<file path="config.mk">
export PLATFORM = sky130hd
export DESIGN_NAME = hash_display_scanner_flat
export DESIGN_NICKNAME = d
export VERILOG_FILES = /design/src/rtl/hash_display_scanner_if.sv /design/src/rtl/hash_display_scanner.sv /design/src/flat_wrapper.sv
export SDC_FILE = /design/constraint.sdc
export NUM_CORES = 1
export LEC_CHECK = 0
export ABC_AREA = 1
export BUFFER_PORTS_ARGS = -buffer_cell sky130_fd_sc_hd__buf_2
export CAP_MARGIN = 20
export CORE_ASPECT_RATIO = 1.2
export CORE_UTILIZATION = 35
export DETAILED_ROUTE_END_ITERATION = 10
export SKIP_LAST_GASP = 1
export SYNTH_ARGS = -nofsm -noshare
export SYNTH_HDL_FRONTEND = slang
export SYNTH_SLANG_ARGS = --single-unit
</file>
<file path="constraint.sdc">
create_clock -name clock -period 17.1 [get_ports clock]
set_input_delay 0 -clock clock [delete_from_list [all_inputs] [get_ports clock]]
set_output_delay 0 -clock clock [all_outputs]
set_load 0.01 [all_outputs]
</file>
<file path="src/rtl/hash_display_scanner_if.sv">
// Signal bundle between the SHA-256 result/board controls and the
// seven-segment scanner; slave is the scanner side, master the driving side.
interface hash_display_scanner_if #(
  parameter int HASH_WIDTH = 256,
  parameter int NUM_DIGITS = 8
);
  localparam int NUM_PAGES = HASH_WIDTH / (4 * NUM_DIGITS);
  localparam int PAGE_W    = (NUM_PAGES > 1) ? $clog2(NUM_PAGES) : 1;

  logic                  finished;
  logic [HASH_WIDTH-1:0] hash_value;
  logic                  mode;
  logic                  page_next;
  logic                  page_prev;
  logic [6:0]            seg_n;
  logic [NUM_DIGITS-1:0] an_n;
  logic                  done_LED;
  logic                  match_LED;
  logic [PAGE_W-1:0]     page;

  modport slave (
    input  finished, hash_value, mode, page_next, page_prev,
    output seg_n, an_n, done_LED, match_LED, page
  );

  modport master (
    output finished, hash_value, mode, page_next, page_prev,
    input  seg_n, an_n, done_LED, match_LED, page
  );
endinterface

</file>
<file path="src/rtl/hash_display_scanner.sv">
// Latches the SHA-256 digest on the first finished pulse and scans it onto
// common-anode seven-segment digits as a PASS/FAIL verdict or a paged hex dump.
module hash_display_scanner #(
  parameter int                    NUM_DIGITS    = 8,
  parameter int                    HASH_WIDTH    = 256,
  parameter int                    SCAN_DIV      = 18,
  parameter logic [HASH_WIDTH-1:0] EXPECTED_HASH =
    256'hB94D27B9934D3E08A52E52D7DA7DABFAC484EFE37A5380EE9088F7ACE2EFCDE9
) (
  input logic clock,
  input logic reset,
  hash_display_scanner_if.slave bus
);
  localparam int NUM_PAGES = HASH_WIDTH / (4 * NUM_DIGITS);
  localparam int PAGE_W    = (NUM_PAGES > 1) ? $clog2(NUM_PAGES) : 1;
  localparam int DIG_W     = $clog2(NUM_DIGITS);
  localparam int NIB_W     = $clog2(HASH_WIDTH / 4);

  // Glyphs as lit-segment patterns {a,b,c,d,e,f,g}; inverted at the pin.
  localparam logic [6:0] LIT_P = 7'b1100111;
  localparam logic [6:0] LIT_A = 7'b1110111;
  localparam logic [6:0] LIT_S = 7'b1011011;
  localparam logic [6:0] LIT_F = 7'b1000111;
  localparam logic [6:0] LIT_I = 7'b0000110;
  localparam logic [6:0] LIT_L = 7'b0001110;

  function automatic logic [6:0] hex_font(input logic [3:0] v);
    logic [6:0] lit;
    case (v)
      4'h0: lit = 7'b1111110;
      4'h1: lit = 7'b0110000;
      4'h2: lit = 7'b1101101;
      4'h3: lit = 7'b1111001;
      4'h4: lit = 7'b0110011;
      4'h5: lit = 7'b1011011;
      4'h6: lit = 7'b1011111;
      4'h7: lit = 7'b1110000;
      4'h8: lit = 7'b1111111;
      4'h9: lit = 7'b1111011;
      4'hA: lit = 7'b1110111;
      4'hB: lit = 7'b0011111;
      4'hC: lit = 7'b1001110;
      4'hD: lit = 7'b0111101;
      4'hE: lit = 7'b1001111;
      default: lit = 7'b1000111;
    endcase
    return lit;
  endfunction

  logic [SCAN_DIV-1:0]   scan_cnt_q, scan_cnt_d;
  logic [DIG_W-1:0]      digit_idx_q, digit_idx_d;
  logic                  done_q, done_d;
  logic                  match_q, match_d;
  logic [HASH_WIDTH-1:0] hash_q, hash_d;
  logic [1:0]            nxt_sync_q, nxt_sync_d;
  logic [1:0]            prv_sync_q, prv_sync_d;
  logic                  nxt_last_q, nxt_last_d;
  logic                  prv_last_q, prv_last_d;
  logic [PAGE_W-1:0]     page_q, page_d;
  logic [6:0]            seg_n_q, seg_n_d;
  logic [NUM_DIGITS-1:0] an_n_q, an_n_d;

  logic                  tick;
  logic                  next_pulse;
  logic                  prev_pulse;
  logic [PAGE_W-1:0]     page_rev;
  logic [NIB_W-1:0]      nib_idx;
  logic [3:0]            nibble;
  logic [DIG_W-1:0]      slot;
  logic [NUM_DIGITS-1:0] an_sel_n;

  always_comb begin
    // NOTE: every combinational output gets a default first so no path leaves it unassigned, which would infer a latch.
    scan_cnt_d  = scan_cnt_q + SCAN_DIV'(1);
    tick        = &scan_cnt_q;
    digit_idx_d = digit_idx_q;
    if (tick) begin
      digit_idx_d = (digit_idx_q == DIG_W'(NUM_DIGITS - 1)) ? '0 : digit_idx_q + DIG_W'(1);
    end

    done_d  = done_q;
    match_d = match_q;
    hash_d  = hash_q;
    if (bus.finished && !done_q) begin
      done_d  = 1'b1;
      match_d = (bus.hash_value == EXPECTED_HASH);
      hash_d  = bus.hash_value;
    end

    // Two-flop synchronizers followed by a rising-edge detector per button.
    nxt_sync_d = {nxt_sync_q[0], bus.page_next};
    prv_sync_d = {prv_sync_q[0], bus.page_prev};
    nxt_last_d = nxt_sync_q[1];
    prv_last_d = prv_sync_q[1];
    next_pulse = nxt_sync_q[1] & ~nxt_last_q;
    prev_pulse = prv_sync_q[1] & ~prv_last_q;

    page_d = page_q;
    if (next_pulse && !prev_pulse) begin
      page_d = (page_q == PAGE_W'(NUM_PAGES - 1)) ? '0 : page_q + PAGE_W'(1);
    end else if (prev_pulse && !next_pulse) begin
      page_d = (page_q == '0) ? PAGE_W'(NUM_PAGES - 1) : page_q - PAGE_W'(1);
    end

    // Page 0 holds the most-significant nibbles.
    page_rev = PAGE_W'(NUM_PAGES - 1) - page_q;
    nib_idx  = NIB_W'(page_rev) * NIB_W'(NUM_DIGITS) + NIB_W'(digit_idx_q);
    nibble   = hash_q[{nib_idx, 2'b00} +: 4];
    an_sel_n = ~(NUM_DIGITS'(1) << digit_idx_q);
    slot     = DIG_W'(NUM_DIGITS - 1) - digit_idx_q;

    seg_n_d = 7'h7F;
    an_n_d  = '1;
    if (done_q) begin
      if (bus.mode) begin
        seg_n_d = ~hex_font(nibble);
        an_n_d  = an_sel_n;
      end else begin
        an_n_d = an_sel_n;
        case (slot)
          DIG_W'(0): seg_n_d = ~(match_q ? LIT_P : LIT_F);
          DIG_W'(1): seg_n_d = ~LIT_A;
          DIG_W'(2): seg_n_d = ~(match_q ? LIT_S : LIT_I);
          DIG_W'(3): seg_n_d = ~(match_q ? LIT_S : LIT_L);
          default:   an_n_d  = '1;
        endcase
      end
    end
  end

  // NOTE: sequential state uses non-blocking assignments so every flop samples pre-edge values.
  always_ff @(posedge clock or posedge reset) begin
    if (reset) begin
      scan_cnt_q  <= '0;
      digit_idx_q <= '0;
      done_q      <= 1'b0;
      match_q     <= 1'b0;
      // NOTE: the digest register is reset too, so a reset genuinely discards the stored result.
      hash_q      <= '0;
      nxt_sync_q  <= '0;
      prv_sync_q  <= '0;
      nxt_last_q  <= 1'b0;
      prv_last_q  <= 1'b0;
      page_q      <= '0;
      seg_n_q     <= 7'h7F;
      an_n_q      <= '1;
    end else begin
      scan_cnt_q  <= scan_cnt_d;
      digit_idx_q <= digit_idx_d;
      done_q      <= done_d;
      match_q     <= match_d;
      hash_q      <= hash_d;
      nxt_sync_q  <= nxt_sync_d;
      prv_sync_q  <= prv_sync_d;
      nxt_last_q  <= nxt_last_d;
      prv_last_q  <= prv_last_d;
      page_q      <= page_d;
      seg_n_q     <= seg_n_d;
      an_n_q      <= an_n_d;
    end
  end

  assign bus.seg_n     = seg_n_q;
  assign bus.an_n      = an_n_q;
  assign bus.done_LED  = done_q;
  assign bus.match_LED = match_q;
  assign bus.page      = page_q;
endmodule
</file>
<file path="src/flat_wrapper.sv">
// flat-port wrapper written by rule: the top's interface ports become plain ports
module hash_display_scanner_flat 
#(
  parameter int                    NUM_DIGITS    = 8,
  parameter int                    HASH_WIDTH    = 256,
  parameter int                    SCAN_DIV      = 18,
  parameter logic [HASH_WIDTH-1:0] EXPECTED_HASH =
    256'hB94D27B9934D3E08A52E52D7DA7DABFAC484EFE37A5380EE9088F7ACE2EFCDE9
)
  (clock, reset, bus_finished, bus_hash_value, bus_mode, bus_page_next, bus_page_prev, bus_seg_n, bus_an_n, bus_done_LED, bus_match_LED, bus_page);
  hash_display_scanner_if #(.HASH_WIDTH(HASH_WIDTH), .NUM_DIGITS(NUM_DIGITS)) bus_i ();
  input logic clock;
  input logic reset;
  input wire logic [$bits(bus_i.finished)-1:0] bus_finished;
  input wire logic [$bits(bus_i.hash_value)-1:0] bus_hash_value;
  input wire logic [$bits(bus_i.mode)-1:0] bus_mode;
  input wire logic [$bits(bus_i.page_next)-1:0] bus_page_next;
  input wire logic [$bits(bus_i.page_prev)-1:0] bus_page_prev;
  output wire logic [$bits(bus_i.seg_n)-1:0] bus_seg_n;
  output wire logic [$bits(bus_i.an_n)-1:0] bus_an_n;
  output wire logic [$bits(bus_i.done_LED)-1:0] bus_done_LED;
  output wire logic [$bits(bus_i.match_LED)-1:0] bus_match_LED;
  output wire logic [$bits(bus_i.page)-1:0] bus_page;
  assign bus_i.finished = bus_finished;
  assign bus_i.hash_value = bus_hash_value;
  assign bus_i.mode = bus_mode;
  assign bus_i.page_next = bus_page_next;
  assign bus_i.page_prev = bus_page_prev;
  assign bus_seg_n = bus_i.seg_n;
  assign bus_an_n = bus_i.an_n;
  assign bus_done_LED = bus_i.done_LED;
  assign bus_match_LED = bus_i.match_LED;
  assign bus_page = bus_i.page;
  hash_display_scanner #(.NUM_DIGITS(NUM_DIGITS), .HASH_WIDTH(HASH_WIDTH), .SCAN_DIV(SCAN_DIV), .EXPECTED_HASH(EXPECTED_HASH)) u_core (.clock(clock), .reset(reset), .bus(bus_i));
endmodule
</file>
==> key figures, run 1 <==
Status
  • Status: completed

Die
  • Initial Util: 35.7%
  • # IOs: ~280
  • Die area: 43700 sq um
  • Die X: 191 microns
  • # rows: 82
  • Die height: roughly 230 microns
  • Core area: roughly 42000 sq um

Layout
  • Register area: about 7600 sq um
  • Commonest non-fill, non-tap cell in the layout: nand2_1
  • Final Core Density: between 40% and 50%
  • Area occupied by multi-input gates: 6320 sq um
  • Fill cells: ~4100
  • Design area: 20500 sq um
  • Nets@finish: 2754
  • Share of layout cells above drive strength 1: between 10% and 20%
  • Area Overhead vs Synth: 36.4%
  • Commonest cells after routing, fill and taps aside: nand2_1 (861), dfrtp_1 (285), buf_2 (281)

Logic synthesis
  • Mapped cell area: 15000 sq um
  • Register area share after synthesis: roughly half
  • Synth unique cells: 32
  • Synthesis-stage register bit count: slightly above 300
  • Synthesized net count: approximately 2300
  • Average size of a mapped cell: 7.53 sq um
  • Syn. warnings: 0
  • Post-Synthesis Cells: about 2000

STA
  • FMAX: 258 MHz
  • RSZ-0062 raised after global routing: false
  • Slew Limit Fails: 0
  • Minimum clock period: 3.88 ns
  • Final setup viols: 0
  • Slew @ Worst Pin: ~0.99 ns
  • Hold slack: 0.135 ns
  • Final period util: a little under a quarter
  • Hold Vio Cnt, Final: 0
  • Normalized max-slew margin: roughly a third
  • Final setup TNS: 0 ns
  • Skew final: 0.0193 ns

Power and ir drop
  • Int Pwr: 1.34 mW
  • Combinational group share of total power: a little under a fifth
  • Pwr Density: 92.3 nW/um^2
  • Peak VDD IR: roughly 70 uV
  • Reg power frac: 42.2%
  • Switching share of power: 29.2%
  • Clock group share of total power: about 39%
  • Net switching power: between 0.5 and 0.6 mW
  • P_leak: about 10 nW

Placed design
  • DP Wirelength: 33.8 mm
  • Placed cell areas: between 15000 and 20000 sq um
  • Buffers on Ports: 281
  • Gpl congestion: 0.855

Clocking
  • Max Buffers Root-to-Sink: 3
  • CTS H-tree lvls: 2
  • CTS root buffer: clkbuf_16
  • TritonCTS clock tree: yes
  • Post-CTS resize count: 0
  • Clock latency on the worst-skew pair: approximately 0.54 ns
  • Num Clock Sinks: slightly above 300
  • Clock transition at the registers of the reported paths: about 0.06 ns
  • CTS buffer count: 34

Route
  • WL per Instance: ~17 microns
  • Drt drc: 0
  • Routed wl met2: between 20 and 25 mm
  • Post-DRT Antenna Nets: 0
  • Final wirelength: between 50 and 60 mm
  • Met3 wire len: 3.03 mm
  • DR pass1 iterations: 7
  • Met1 wire length: 21.4 mm
  • Top Layer Used: met4
  • Iter 0 DRT Violations: between 1000 and 1500
  • Vias per cell: 4.98
  • Total number of vias: approximately 15000

Global routing
  • Initial antenna violation count: 3
  • First-pass GRT wire length: ~82 mm
  • GRT Util Overall: 24.0%
  • Vias in the first global route: about 15000
  • Largest net degree at the start of global routing: between 150 and 200
  • Remaining global-route overflow: 0

Worst setup path
  • Req. time, crit path: approximately 18 ns
  • CP Capture Type: register
  • Worst path most repeated cell: nand2_1
  • Setup Crit Path Kind: reg2reg
  • Critical path's slowest cell: dfrtp_4
  • Crit Path Max Fanout: a little over 80
  • Worst stage delay on the critical path: around 0.77 ns
  • Worst path arrival time: around 4.4 ns
  • Setup crit start kind: register
  • Critical-path cell list: inv_4 > buf_4 > nand2_1 > nand3_1 > nand3_1 > nand2_1 > nand2_1 > nand3_1 > nand3_1 > nand2_1 > inv_2 > ha_1 > nand3_1 > a21oi_1 > nand2_1 > nand2_1

Worst hold path
  • Hold Crit Class: in2reg

Run
  • Maxcap violations: 0
[path summary, 6_finish.rpt]
kind / start / end / cells past startpoint / slack, ns
setup / recovery: u_core.digit_idx_q[0] / u_core.bus.seg_n[5] / 16 / 13.22
hold / removal: bus_page_next / u_core.nxt_sync_q[0] / 2 / 0.14
setup reg to reg: u_core.digit_idx_q[0] / u_core.bus.seg_n[5] / 16 / 13.22
hold reg to reg: u_core.nxt_sync_q[0] / u_core.nxt_sync_q[1] / 0 / 0.35
max in group asynchronous: reset / u_core.digit_idx_q[1] / 4 / 15.39
min in group asynchronous: reset / u_core.hash_q[151] / 3 / 0.15
[area by class of cell]
| cell class | instances | share of cell area [%] |
|---|---|---|
| flip-flops and latches | 303 | 37.1 |
| multi-input cells | 1415 | 30.9 |
| repair buffers | 555 | 20.1 |
| clock buffers | 48 | 4.70 |
| well taps | 546 | 3.34 |
| inverters | 165 | 3.11 |
| clock inverters | 13 | 0.709 |
| diodes | 3 | 0.0367 |
[power by group through the flow]
stage	registers [mW]	logic [mW]	clock network [mW]
2_1_floorplan	0.801	0.189	0
3_3_place_gp	0.811	0.301	0
3_5_place_dp	0.810	0.309	0
4_1_cts	0.798	0.356	0.748
5_1_grt	0.802	0.405	0.776
6_report	0.798	0.359	0.733
[logic make-up after synthesis]
kind of cell    count (synthesis)  share of synthesized area [%]
fa+ha+maj                      18                           1.50
compound gates                153                           5.18
buf+inv                       275                           7.31
simple gates                 1228                           34.4
xor+xnor                       15                          0.875
flops                         303                           50.6
mux                             1                         0.0750
[worst max-delay path: cells and delay by family (launching register included)]
kind | cells | cell delay [ns]
flip-flops | 1 | 0.77
AND/OR/NAND/NOR | 11 | 1.13
AO/OA/AOI/OAI | 1 | 0.14
buffers and inverters | 3 | 1.41
adder cells (fa/ha/maj) | 1 | 0.28
[flip-flops by register name, indices dropped and copies added, names as in the netlist]
name and cells:
u_core.bus.an_n 8, u_core.bus.done_LED 1, u_core.bus.match_LED 1, u_core.bus.page 3, u_core.bus.seg_n 7, u_core.digit_idx_q 3, u_core.hash_q 256, u_core.nxt_last_q 1
u_core.nxt_sync_q 2, u_core.prv_last_q 1, u_core.prv_sync_q 2, u_core.scan_cnt_q 18
[layer usage]
metal,global-route usage (%),vias to the layer above
met5,0,-
met4,12.2,0
met3,3.30,149
met2,39.8,560
met1,30.2,7133
li1,-,7329
[through the flow]
step / cells / worst slack (ns) / power (mW)
6_report: 3048 / 13.22 / 1.89
5_1_grt: 3048 / 12.89 / 1.98
4_1_cts: 3045 / 13.23 / 1.90
3_5_place_dp: 2723 / 13.26 / 1.12
3_3_place_gp: 2723 / 13.33 / 1.11
2_1_floorplan: 1993 / 8.75 / 0.990
[cell usage after synthesis]
library cell / instances / area, sq um
nor4_2: 1 / 12.5
a211oi_1: 1 / 7.51
xor2_1: 8 / 70.1
nand3_1: 258 / 1290
nor3_1: 3 / 15.0
nor2_1: 20 / 75.1
clkinv_1: 2 / 7.51
buf_4: 2 / 15.0
mux2_1: 1 / 11.3
o31ai_1: 1 / 7.51
inv_2: 5 / 18.8
nand2_1: 861 / 3230
dfrtp_1: 288 / 7210
clkbuf_1: 58 / 218
nand3_2: 2 / 20.0
o21ai_0: 141 / 706
a21oi_1: 8 / 40.0
nor3_2: 1 / 10.0
dfstp_2: 15 / 394
nor4_1: 35 / 219
or2_2: 1 / 6.26
buf_1: 9 / 33.8
buf_6: 1 / 11.3
nand3b_1: 1 / 7.51
nand2_2: 2 / 12.5
a221oi_1: 1 / 8.76
inv_1: 158 / 593
buf_2: 40 / 200
ha_1: 18 / 225
xnor2_1: 7 / 61.3
a41oi_1: 1 / 8.76
nand4_1: 43 / 269
[repair_timing]
item                      in CTS  in global routing
hold endpoints to repair     362                  0
buffers inserted               0                  0
hold buffers                 261                  0
Power figures use the tool's default switching activity.
==> run 2: changes to the inputs <==
- ABC_AREA: 1 -> 0
- clock period: 17.1 -> 3.33 ns (I/O delays scaled with it)
==> key figures, run 2 <==
Status
  • Status: completed

Logic synthesis
  • Synth top area share: 49.3% (+1.3 points)
  • Post-Synthesis Cells: 1022 (-49%)
  • Mapped cell area: 14600 sq um (-2.6%)
  • Post-synthesis simple-gate area fraction: 8.51% (-26 points)
  • Average size of a mapped cell: 14.3 sq um (+90%)
  • XOR/XNOR share of the synthesized area: 0.958% (+0.083 points)
  • Post-synthesis mux area share: 31.2% (+31 points)
  • Synth Area in Compound Gates: 3.11% (-2.1 points)
  • Commonest cells post-synth: dfrtp_1 (288), mux2_2 (264), mux4_2 (52)
  • Ys async rst share: 100% (unchanged)
  • Register area share after synthesis: 52.0% (+1.4 points)
  • Synthesis-stage register bit count: 303 (unchanged)
  • Synthesized net count: 1302 (-43%)
  • Syn. warnings: 0 (unchanged)
  • Post-synth top flop: dfrtp_1
  • Post-synthesis adder-cell area fraction: 1.54% (+0.040 points)
  • Count leader, synth: dfrtp_1
  • EDFF count, synth: 0 (unchanged)
  • Synth unique cells: 66 (+110%)
  • Post-synth top area cell: dfrtp_1
  • Top cells by area, synth: dfrtp_1 (49%), mux2_2 (20%), mux4_2 (8.0%), dfstp_2 (2.7%), ha_1 (1.5%)
  • Combinational family with the most area after synthesis: multiplexers

STA
  • Hold Vio Cnt, Final: 0 (unchanged)
  • Hold slack: 0.0879 ns (-0.0474 ns)
  • Slew @ Worst Pin: 0.784 ns (-0.208 ns)
  • Skew final: 0.0194 ns (+0.000161 ns)
  • Minimum clock period: 3.18 ns (-0.701 ns)
  • Final setup viols: 0 (unchanged)
  • Final period util: 95.5% (+73 points)
  • Slew Limit Fails: 0 (unchanged)
  • FMAX: 314 MHz (+22%)
  • RSZ-0062 raised after global routing: false
  • Final setup TNS: 0 ns (unchanged)
  • Normalized max-slew margin: 47.3% (+13 points)

Global routing
  • Largest net degree at the start of global routing: 139 (-28%)
  • Remaining global-route overflow: 0 (unchanged)
  • Initial antenna violation count: 0 (-3)
  • GRT Util Overall: 23.6% (-0.38 points)
  • First-pass GRT wire length: 74.6 mm (-8.8%)
  • Vias in the first global route: 12200 (-19%)

Worst hold path
  • Hold Crit Class: in2async

Power and ir drop
  • Combinational group share of total power: 21.2% (+2.2 points)
  • Net switching power: 2.98 mW (+440%)
  • Peak VDD IR: 366 uV (+440%)
  • Reg power frac: 42.2% (about the same)
  • Switching share of power: 28.2% (-1.0 points)
  • Pwr Density: 516 nW/um^2 (+460%)
  • P_leak: 8.84 nW (-15%)
  • Final Total Pwr: 10.6 mW (+460%)
  • Int Pwr: 7.61 mW (+470%)
  • Clock group share of total power: 36.6% (-2.2 points)

Layout
  • Fill cells: 3498 (-14%)
  • Area Overhead vs Synth: 40.3%
  • # diodes: 0 (-3)
  • Commonest cells after routing, fill and taps aside: dfrtp_1 (285), buf_2 (281), mux2_2 (264)
  • Design area: 20500 sq um (+0.16%)
  • Nets@finish: 1859 (-32%)
  • Share of layout cells above drive strength 1: 44.9% (+30 points)
  • Max reg flops: 256 (unchanged)
  • Largest Register: u_core.hash_q
  • Commonest non-fill, non-tap cell in the layout: dfrtp_1
  • Register area: 7610 sq um (unchanged)
  • Area occupied by multi-input gates: 6640 sq um (+5.0%)
  • Final Core Density: 50.1% (+1.4 points)

Clocking
  • TritonCTS clock tree: yes
  • Num Clock Sinks: 303 (unchanged)
  • Clock transition at the registers of the reported paths: 0.06 ns (about the same)
  • Max Buffers Root-to-Sink: 3 (unchanged)
  • Post-CTS resize count: 0 (unchanged)
  • CTS H-tree lvls: 2 (unchanged)
  • Clock latency on the worst-skew pair: 0.52 ns (-0.02 ns)
  • CTS buffer count: 35 (+2.9%)
  • CTS root buffer: clkbuf_16

Placed design
  • DP Wirelength: 35.5 mm (+5.1%)
  • Buffers on Ports: 281 (unchanged)
  • Placed cell areas: 16700 sq um (-0.29%)
  • Gpl congestion: 0.903 (+5.5%)

Worst setup path
  • Worst reg-to-reg setup slack: 0.15 ns (-13.07 ns)
  • Worst path arrival time: 3.61 ns (-0.75 ns)
  • CP Capture Type: register
  • Reg2reg path depth: 10 (-6)
  • Setup Crit Path Kind: reg2reg
  • Req. time, crit path: 3.76 ns (-13.82 ns)
  • Reg2reg start: u_core.digit_idx_q[2]
  • Setup crit start kind: register
  • R2r endpoint: u_core.bus.seg_n[6]
  • Crit Path Max Fanout: 19 (-77%)

Die
  • Die X: 189 microns (-1.3%)
  • # IOs: 282 (unchanged)
  • Initial Util: 35.7% (about the same)
  • Core area: 40900 sq um (-2.7%)
  • Die area: 42600 sq um (-2.6%)
  • Die height: 226 microns (-1.3%)
  • # rows: 81 (-1.2%)

Run
  • Maxcap violations: 0 (unchanged)

Route
  • Iter 0 DRT Violations: 643 (-40%)
  • Final wirelength: 50.4 mm (-3.4%)
  • Drt drc: 0 (unchanged)
  • Post-DRT Antenna Nets: 0 (unchanged)
  • WL per Instance: 23.5 microns (+37%)
  • DR pass1 iterations: 6 (-1)
  • Total number of vias: 11500 (-24%)
  • Vias per cell: 5.36 (+7.7%)
## run 2: worst max-delay path: stages, from the launching register on
cell and delay (ns):
dfrtp_2 0.71, nor2b_1 0.40, buf_4 0.19, a22oi_1 0.08
a211oi_1 0.56, nor4_4 0.17, inv_1 0.13, ha_1 0.23
nand2_1 0.10, or3b_1 0.39, o2111ai_1 0.12
## run 2: timing repair
| item | CTS | global route |
|---|---|---|
| hold endpoints to repair | 280 | 0 |
| hold buffers | 261 | 0 |
| endpoints found under the setup margin | 0 | 2 |
| buffers inserted | 0 | 6 |
## run 2: stage by stage
stage / worst slack (ns) / std cells
after floorplan: -0.687 / 1022
after global placement: 0.225 / 1814
after detailed placement: 0.171 / 1814
after CTS: 0.140 / 2138
after global routing: 0.0539 / 2144
final: 0.150 / 2144
## run 2: per-layer routing
metal  GRT usage, %  up-vias  share of wire [%]  wire length (microns)
li1               -     5007                  -                      -
met1           29.1     5840                 40                  20200
met2           39.6      494                 50                  24900
met3           3.39      147                5.0                   2500
met4           13.4        0                5.4                   2700
met5              0        -                  0                      0
## run 2: layout make-up
| type | count | share of cell area [%] |
|---|---|---|
| clock buffer | 52 | 5.08 |
| clock inverter | 11 | 0.537 |
| inverter | 16 | 0.311 |
| multi-input combinational | 648 | 32.4 |
| sequential | 303 | 37.1 |
| tap | 539 | 3.29 |
| timing repair buffer | 575 | 21.3 |
## run 2: worst max-delay path by stage
stage | from | end | slack [ns] | cells past startpoint
2_1_floorplan | reset | u_core.bus.done_LED | -0.69 | 1
3_3_place_gp | u_core.digit_idx_q[0] | u_core.bus.seg_n[2] | 0.23 | 10
3_5_place_dp | u_core.digit_idx_q[0] | u_core.bus.seg_n[6] | 0.17 | 10
4_1_cts | u_core.digit_idx_q[0] | u_core.bus.seg_n[2] | 0.14 | 10
5_1_grt | u_core.digit_idx_q[0] | u_core.bus.seg_n[3] | 0.05 | 9
6_report | u_core.digit_idx_q[2] | u_core.bus.seg_n[6] | 0.15 | 10
## run 2: logic make-up after synthesis
kind of cell               Yosys count
muxes                              344
AOI/OAI and AO/OA                   60
xor gates and xnor gates            16
and+or+nand+nor                    210
buffers and inverters               71
adders and majority gates           18
DFF                                303
## run 2: power groups by stage
| stage | clock network, mW | registers, mW | logic, mW |
|---|---|---|---|
| after detailed placement | 0 | 4.53 | 1.97 |
| after global routing | 4.08 | 4.51 | 2.43 |
| after global placement | 0 | 4.54 | 1.92 |
| after floorplan | 0 | 4.37 | 1.33 |
| final | 3.87 | 4.47 | 2.25 |
| after CTS | 3.95 | 4.47 | 2.22 |
